[src/rtl/chart_header_server.sv]
// Chart-lookup responder: preloads every chart's name header from a byte-wide
// synchronous ROM into a register cache, then answers any id with 1-cycle latency.
`ifndef NAME_LEN
`define NAME_LEN 12
`endif

package chart_pkg;
    localparam int CHART_NAME_LEN = `NAME_LEN;

    typedef struct packed {
        logic [8*CHART_NAME_LEN-1:0] name;
        logic [7:0]                  level;
    } chart_info_t;

    typedef struct packed {
        chart_info_t info;
        logic [15:0] note_count;
    } Chart;
endpackage

module chart_header_server
    import chart_pkg::*;
#(
    parameter int NUM_CHARTS = 6,
    parameter int NAME_LEN   = `NAME_LEN,
    parameter int HDR_STRIDE = 16,
    parameter int ROM_AW     = 10
) (
    input  logic              prog_clk,
    input  logic              rst,
    input  logic [7:0]        read_chart_id,
    output Chart              chart_data,
    output logic              ready,
    output logic [ROM_AW-1:0] rom_addr,
    input  logic [7:0]        rom_data
);
    localparam int IDW = (NUM_CHARTS > 1) ? $clog2(NUM_CHARTS) : 1;
    localparam int KW  = (NAME_LEN > 1) ? $clog2(NAME_LEN) : 1;
    localparam int AW4 = ROM_AW + 4;
    localparam logic [IDW-1:0]        ID_LAST = IDW'(NUM_CHARTS - 1);
    localparam logic [KW-1:0]         K_LAST  = KW'(NAME_LEN - 1);
    localparam logic [8*NAME_LEN-1:0] SPACES  = {NAME_LEN{8'h20}};

    typedef enum logic [1:0] {LOAD, DRAIN, SERVE} state_t;

    state_t               state, state_next;
    logic [IDW-1:0]       ld_id, wr_id;
    logic [KW-1:0]        ld_k, wr_k;
    logic                 wr_valid;
    logic                 last_issue;
    logic [7:0]           cache [NUM_CHARTS][NAME_LEN];
    logic [8*NAME_LEN-1:0] name_q, rd_name;
    logic [AW4-1:0]       addr_full;

    // Non-printable bytes become '?', NUL padding becomes a space.
    function automatic logic [7:0] map_char(input logic [7:0] b);
        logic [7:0] c;
        c = b;
        if (b == 8'h00)
            c = 8'h20;
        else if (b < 8'h20 || b > 8'h7E)
            c = 8'h3F;
        return c;
    endfunction

    assign last_issue = (ld_id == ID_LAST) && (ld_k == K_LAST);

    // NOTE: state and datapath registers use <= so every flop samples pre-edge values.
    always_ff @(posedge prog_clk) begin
        if (!rst)
            state <= LOAD;
        else
            state <= state_next;
    end

    // NOTE: defaulting state_next first keeps this block free of inferred latches.
    always_comb begin
        state_next = state;
        case (state)
            LOAD:    if (last_issue) state_next = DRAIN;
            DRAIN:   state_next = SERVE;
            SERVE:   state_next = SERVE;
            default: state_next = LOAD;
        endcase
    end

    always_comb begin
        ready      = (state == SERVE);
        addr_full  = AW4'(ld_id) * AW4'(HDR_STRIDE) + AW4'(ld_k);
        rom_addr   = addr_full[ROM_AW-1:0];
        chart_data = '0;
        chart_data.info.name = name_q;
    end

    // Entries are only exposed in SERVE, after every byte has been written.
    always_comb begin
        rd_name = SPACES;
        if (state == SERVE && read_chart_id < 8'(NUM_CHARTS)) begin
            for (int k = 0; k < NAME_LEN; k++)
                rd_name[8*(NAME_LEN-k)-1 -: 8] = cache[read_chart_id[IDW-1:0]][k];
        end
    end

    // NOTE: the cache is reset explicitly because unloaded entries must read as spaces, not X.
    always_ff @(posedge prog_clk) begin
        if (!rst) begin
            ld_id    <= '0;
            ld_k     <= '0;
            wr_id    <= '0;
            wr_k     <= '0;
            wr_valid <= 1'b0;
            name_q   <= SPACES;
            for (int i = 0; i < NUM_CHARTS; i++)
                for (int k = 0; k < NAME_LEN; k++)
                    cache[i][k] <= 8'h20;
        end else begin
            wr_valid <= (state == LOAD);
            wr_id    <= ld_id;
            wr_k     <= ld_k;
            if (state == LOAD && !last_issue) begin
                if (ld_k == K_LAST) begin
                    ld_k  <= '0;
                    ld_id <= ld_id + 1'b1;
                end else begin
                    ld_k <= ld_k + 1'b1;
                end
            end
            if (wr_valid)
                cache[wr_id][wr_k] <= map_char(rom_data);
            name_q <= rd_name;
        end
    end
endmodule
[config.mk]
export PLATFORM = sky130hd
export DESIGN_NAME = chart_header_server
export DESIGN_NICKNAME = d
export VERILOG_FILES = /design/src/rtl/chart_header_server.sv
export SDC_FILE = /design/constraint.sdc
export NUM_CORES = 1
export LEC_CHECK = 0
export BUFFER_PORTS_ARGS = -buffer_cell sky130_fd_sc_hd__buf_4
export CAP_MARGIN = 20
export CORE_MARGIN = 2
export CORE_UTILIZATION = 53
export CTS_CLUSTER_SIZE = 25
export DETAILED_ROUTE_END_ITERATION = 8
export PLACE_DENSITY = 0.73
export SLEW_MARGIN = 15
export SYNTH_ARGS = -nofsm -noshare
export SYNTH_HDL_FRONTEND = slang
export SYNTH_SLANG_ARGS = --single-unit
[constraint.sdc]
create_clock -name prog_clk -period 2.3 [get_ports prog_clk]
set_input_delay 0.23 -clock prog_clk [delete_from_list [all_inputs] [get_ports prog_clk]]
set_output_delay 0.23 -clock prog_clk [all_outputs]
set_load 0.02 [all_outputs]
==> impl_metrics.env <==
export IMPL_outcome="finished, final reports clean"
export IMPL_internal_power_w=0.0212
export IMPL_r2r_worst_path_cells=4
export IMPL_vias_in_the_first_global_route=19600
export IMPL_switchingPower_w=0.00591
export IMPL_worst_slack_ns=0.0838
export IMPL_seqCellArea_sq_mm=0.0196
export IMPL_drive_gt1_frac=0.330
export IMPL_vias=19900
export IMPL_clkLatencyLatePin_ns=0.62
export IMPL_post_synth_xor_area_fraction=0
export IMPL_timing_worst_slew_pin_value_ns=0.739
export IMPL_fin_skew_ns=0.0160
export IMPL_maximum_clock_frequency_mhz=451
export IMPL_die_height_um=241
export IMPL_timing_critical_path_arrival_ns=2.54
export IMPL_gr_total_overflow=0
export IMPL_dominantRegCellSynth="sky130_fd_sc_hd__edfxtp_1"
export IMPL_grt_first_pass_wirelength_um=127000
export IMPL_worstSetupPathType="reg2reg"
export IMPL_layout_core_utilization=0.640
export IMPL_synth_yosys_seq_area_share=0.659
export IMPL_rr_endpoint="cache[5][55]"
export IMPL_timing_hold_violations_final=0
export IMPL_syn2layout_area_growth_pct=19.2
export IMPL_switching_share=0.218
export IMPL_syn_inst=2237
export IMPL_cell_area_after_technology_mapping_sq_mm=0.0297
export IMPL_wl_um=87600
export IMPL_drt_first_iter_violations=2825
export IMPL_ports_placed_on_the_boundary=149
export IMPL_floorplan_die_width_um=241
export IMPL_core_sq_mm=0.0552
export IMPL_numCtsBuffers=73
export IMPL_filler_cell_count=3906
export IMPL_report_final_setup_viol=0
export IMPL_family_of_cells_with_the_greatest_summed_delay_on_the_critical_path="simple AND/OR/NAND/NOR gates"
export IMPL_r2r_setup_slack_ns=0.08
export IMPL_maxSlewHeadroom=0.507
export IMPL_cts_tree="built"
export IMPL_rows=86
export IMPL_setup_tns_final_ns=0
export IMPL_worstPathMaxFanout=16
export IMPL_clk_transition_reported_paths_ns=0.06
export IMPL_port_buffers=121
export IMPL_combPwrFrac=0.060
export IMPL_finalCritPeriodShare=0.964
export IMPL_path_type_of_the_worst_min_delay_path="in2reg"
export IMPL_maxSlewViolCount=0
export IMPL_gp_congestion=0.918
export IMPL_synthSimpleGateAreaFrac=0.102
export IMPL_grt_setup_unrepaired="no"
export IMPL_maxCapViolations=0
export IMPL_initial_utilization=0.537
export IMPL_min_delay_worst_endpoint="name_q[62]"
export IMPL_place_detailed_hpwl_um=56600
export IMPL_cts_root_buf="sky130_fd_sc_hd__clkbuf_16"
export IMPL_clkSinkCount=689
export IMPL_seq_power_share=0.515
export IMPL_wl_per_cell_um=26.1
export IMPL_post_synth_most_frequent_cells="576 x sky130_fd_sc_hd__edfxtp_1, 369 x sky130_fd_sc_hd__nor2_1, 253 x sky130_fd_sc_hd__mux2_2"
export IMPL_worstPathCellList="and4b_1 -> nand2_1 -> o21ai_0 -> buf_4"
export IMPL_initial_antenna_violation_count=4
export IMPL_drc=0
export IMPL_syn_mean_instance_area_sq_um=13.3
export IMPL_synth_enable_flop_cells=576
export IMPL_leakagePower_nw=12.4
export IMPL_post_synth_top_area_fraction=0.583
export IMPL_yosys_register_bits=689
export IMPL_grt_max_degree=68
export IMPL_place_worst_setup_slack_ns=0.0981
export IMPL_ant_nets=0
export IMPL_ys_warn_count=0
export IMPL_synth_distinct_cells=52
export IMPL_die_area_sq_mm=0.0579
export IMPL_regToRegStartpoint="wr_k[2]"
export IMPL_groute_usage_overall=0.307
export IMPL_critical_path_n_buffers_inverters=1
export IMPL_synth_compound_area_share=0.0805
export IMPL_viasPerCell=5.93
export IMPL_yosys_top_cells_area="sky130_fd_sc_hd__edfxtp_1 58%, sky130_fd_sc_hd__mux2_2 9.6%, sky130_fd_sc_hd__dfxtp_1 7.6%"
export IMPL_yosys_mux_area_fraction=0.109
export IMPL_multiInputGateArea_sq_mm=0.00917
export IMPL_critical_path_slowest_cell="sky130_fd_sc_hd__o21ai_0"
export IMPL_startpoint_type="flip-flop"
export IMPL_fin_area_sq_mm=0.0354
export IMPL_fin_crit_ns=2.22
export IMPL_firstDrtPassIters=6
export IMPL_clock_tree_buffer_depth=3
export IMPL_main_combinational_cell_family_by_area_after_synthesis="multiplexers"
export IMPL_synth_most_common_cell="sky130_fd_sc_hd__edfxtp_1"
export IMPL_timing_critical_path_required_ns=2.62
export IMPL_synth_fa_ha_area_frac=0.00211
export IMPL_timing_hold_worst_path_depth=4
export IMPL_final_nets=2571
export IMPL_pwr_share_clk=0.426
export IMPL_max_stage_delay_ns=0.46
export IMPL_timing_hold_worst_start="read_chart_id[7]"
export IMPL_yosys_area_top_type="sky130_fd_sc_hd__edfxtp_1"
export IMPL_critical_path_endpoint_type="flip-flop"
export IMPL_synthArstFlopShare=0
export IMPL_cts_htree_levels=3
export IMPL_power_density_mw_per_mm2=767
export IMPL_ir_worst_vdd_uv=580
export IMPL_placed_cell_area_sq_mm=0.0330
## worst register-to-register path, cell delays in order, from the launching register on
cell and delay, ns:
sky130_fd_sc_hd__dfxtp_1 0.41, sky130_fd_sc_hd__and4b_1 0.40, sky130_fd_sc_hd__nand2_1 0.43, sky130_fd_sc_hd__o21ai_0 0.46, sky130_fd_sc_hd__buf_4 0.23
## metrics by stage
| stage | total power, W | hold slack, ns | instances |
|---|---|---|---|
| after floorplan | 0.0152 | 0.451 | 2335 |
| after global placement | 0.0157 | 0.464 | 3221 |
| after detailed placement | 0.0158 | 0.488 | 3221 |
| after CTS | 0.0272 | 0.0930 | 3354 |
| after global routing | 0.0278 | 0.125 | 3355 |
| final | 0.0271 | 0.120 | 3355 |
## cell usage in the layout, fill, tap and decap left out, types with 7 or more instances in the layout
master / Yosys / final
sky130_fd_sc_hd__clkbuf_1: 125 / 21
sky130_fd_sc_hd__conb_1: 1 / 99
sky130_fd_sc_hd__o211ai_1: 7 / 7
sky130_fd_sc_hd__inv_1: 7 / 7
sky130_fd_sc_hd__buf_4: 31 / 332
sky130_fd_sc_hd__nor2_1: 369 / 368
sky130_fd_sc_hd__mux2_2: 253 / 253
sky130_fd_sc_hd__dfxtp_1: 113 / 112
sky130_fd_sc_hd__o221ai_4: 20 / 20
sky130_fd_sc_hd__buf_12: 2 / 40
sky130_fd_sc_hd__edfxtp_1: 576 / 576
sky130_fd_sc_hd__clkinv_2: 0 / 14
sky130_fd_sc_hd__clkbuf_16: 0 / 80
sky130_fd_sc_hd__a21o_1: 12 / 12
sky130_fd_sc_hd__a21oi_1: 86 / 86
sky130_fd_sc_hd__nand2_1: 186 / 186
sky130_fd_sc_hd__and2_1: 8 / 8
sky130_fd_sc_hd__o21ai_0: 75 / 75
sky130_fd_sc_hd__o221ai_2: 9 / 9
sky130_fd_sc_hd__mux2i_1: 39 / 39
sky130_fd_sc_hd__nor2_2: 80 / 80
sky130_fd_sc_hd__a22oi_1: 96 / 96
## area by class of cell
cell class | instances | share of cell area
Antenna cell | 1 | 0.0000708
Clock buffer | 108 | 0.0612
Clock inverter | 25 | 0.00527
Inverter | 7 | 0.000743
Multi-Input combinational cell | 1404 | 0.259
Sequential cell | 689 | 0.553
Tap cell | 748 | 0.0265
Timing Repair Buffer | 373 | 0.0935
## state kept, by name (all words and copies together), names as in the netlist
register / cells
wr_k: 4
name_q: 96
wr_id: 3
wr_valid: 1
ld_k: 4
state: 2
cache: 576
ld_id: 3
## per-layer routing
| metal | global-route usage | part of all wire | vias up |
|---|---|---|---|
| li1 | - | - | 8528 |
| met1 | 0.418 | 0.37 | 9796 |
| met2 | 0.464 | 0.45 | 1314 |
| met3 | 0.0686 | 0.12 | 250 |
| met4 | 0.156 | 0.053 | 0 |
| met5 | 0 | 0 | - |
## power by group through the flow
stage	logic [W]	clock network (W)	registers, W
after floorplan	0.00100	0	0.0142
after global placement	0.00155	0	0.0142
after detailed placement	0.00157	0	0.0142
after CTS	0.00159	0.0116	0.0140
after global routing	0.00169	0.0121	0.0140
final	0.00162	0.0115	0.0140
## worst max path at each step
stage	start	end	slack, ns	cells after the start
2_1_floorplan	rst	cache[1][64]	0.05	6
3_3_place_gp	rom_data[0]	cache[3][65]	0.12	6
3_5_place_dp	wr_id[1]	cache[2][42]	0.1	4
4_1_cts	wr_id[1]	cache[2][46]	0.07	4
5_1_grt	wr_valid	cache[5][0]	0.01	4
6_report	wr_k[2]	cache[5][55]	0.08	4
## logic make-up after synthesis
logic type,count (synthesis)
compound gates,312
fa+ha+maj,5
buf+inv,242
flops,689
mux,292
other cells,1
simple gates,696
## what timing repair did
item | 4_1_cts | 5_1_grt
hold buffers | 0 | 0
setup endpoints to repair | 0 | 6
setup buffers | 0 | 0
gates resized for setup | 0 | 1
No activity file was read; power rests on OpenSTA's default activity.
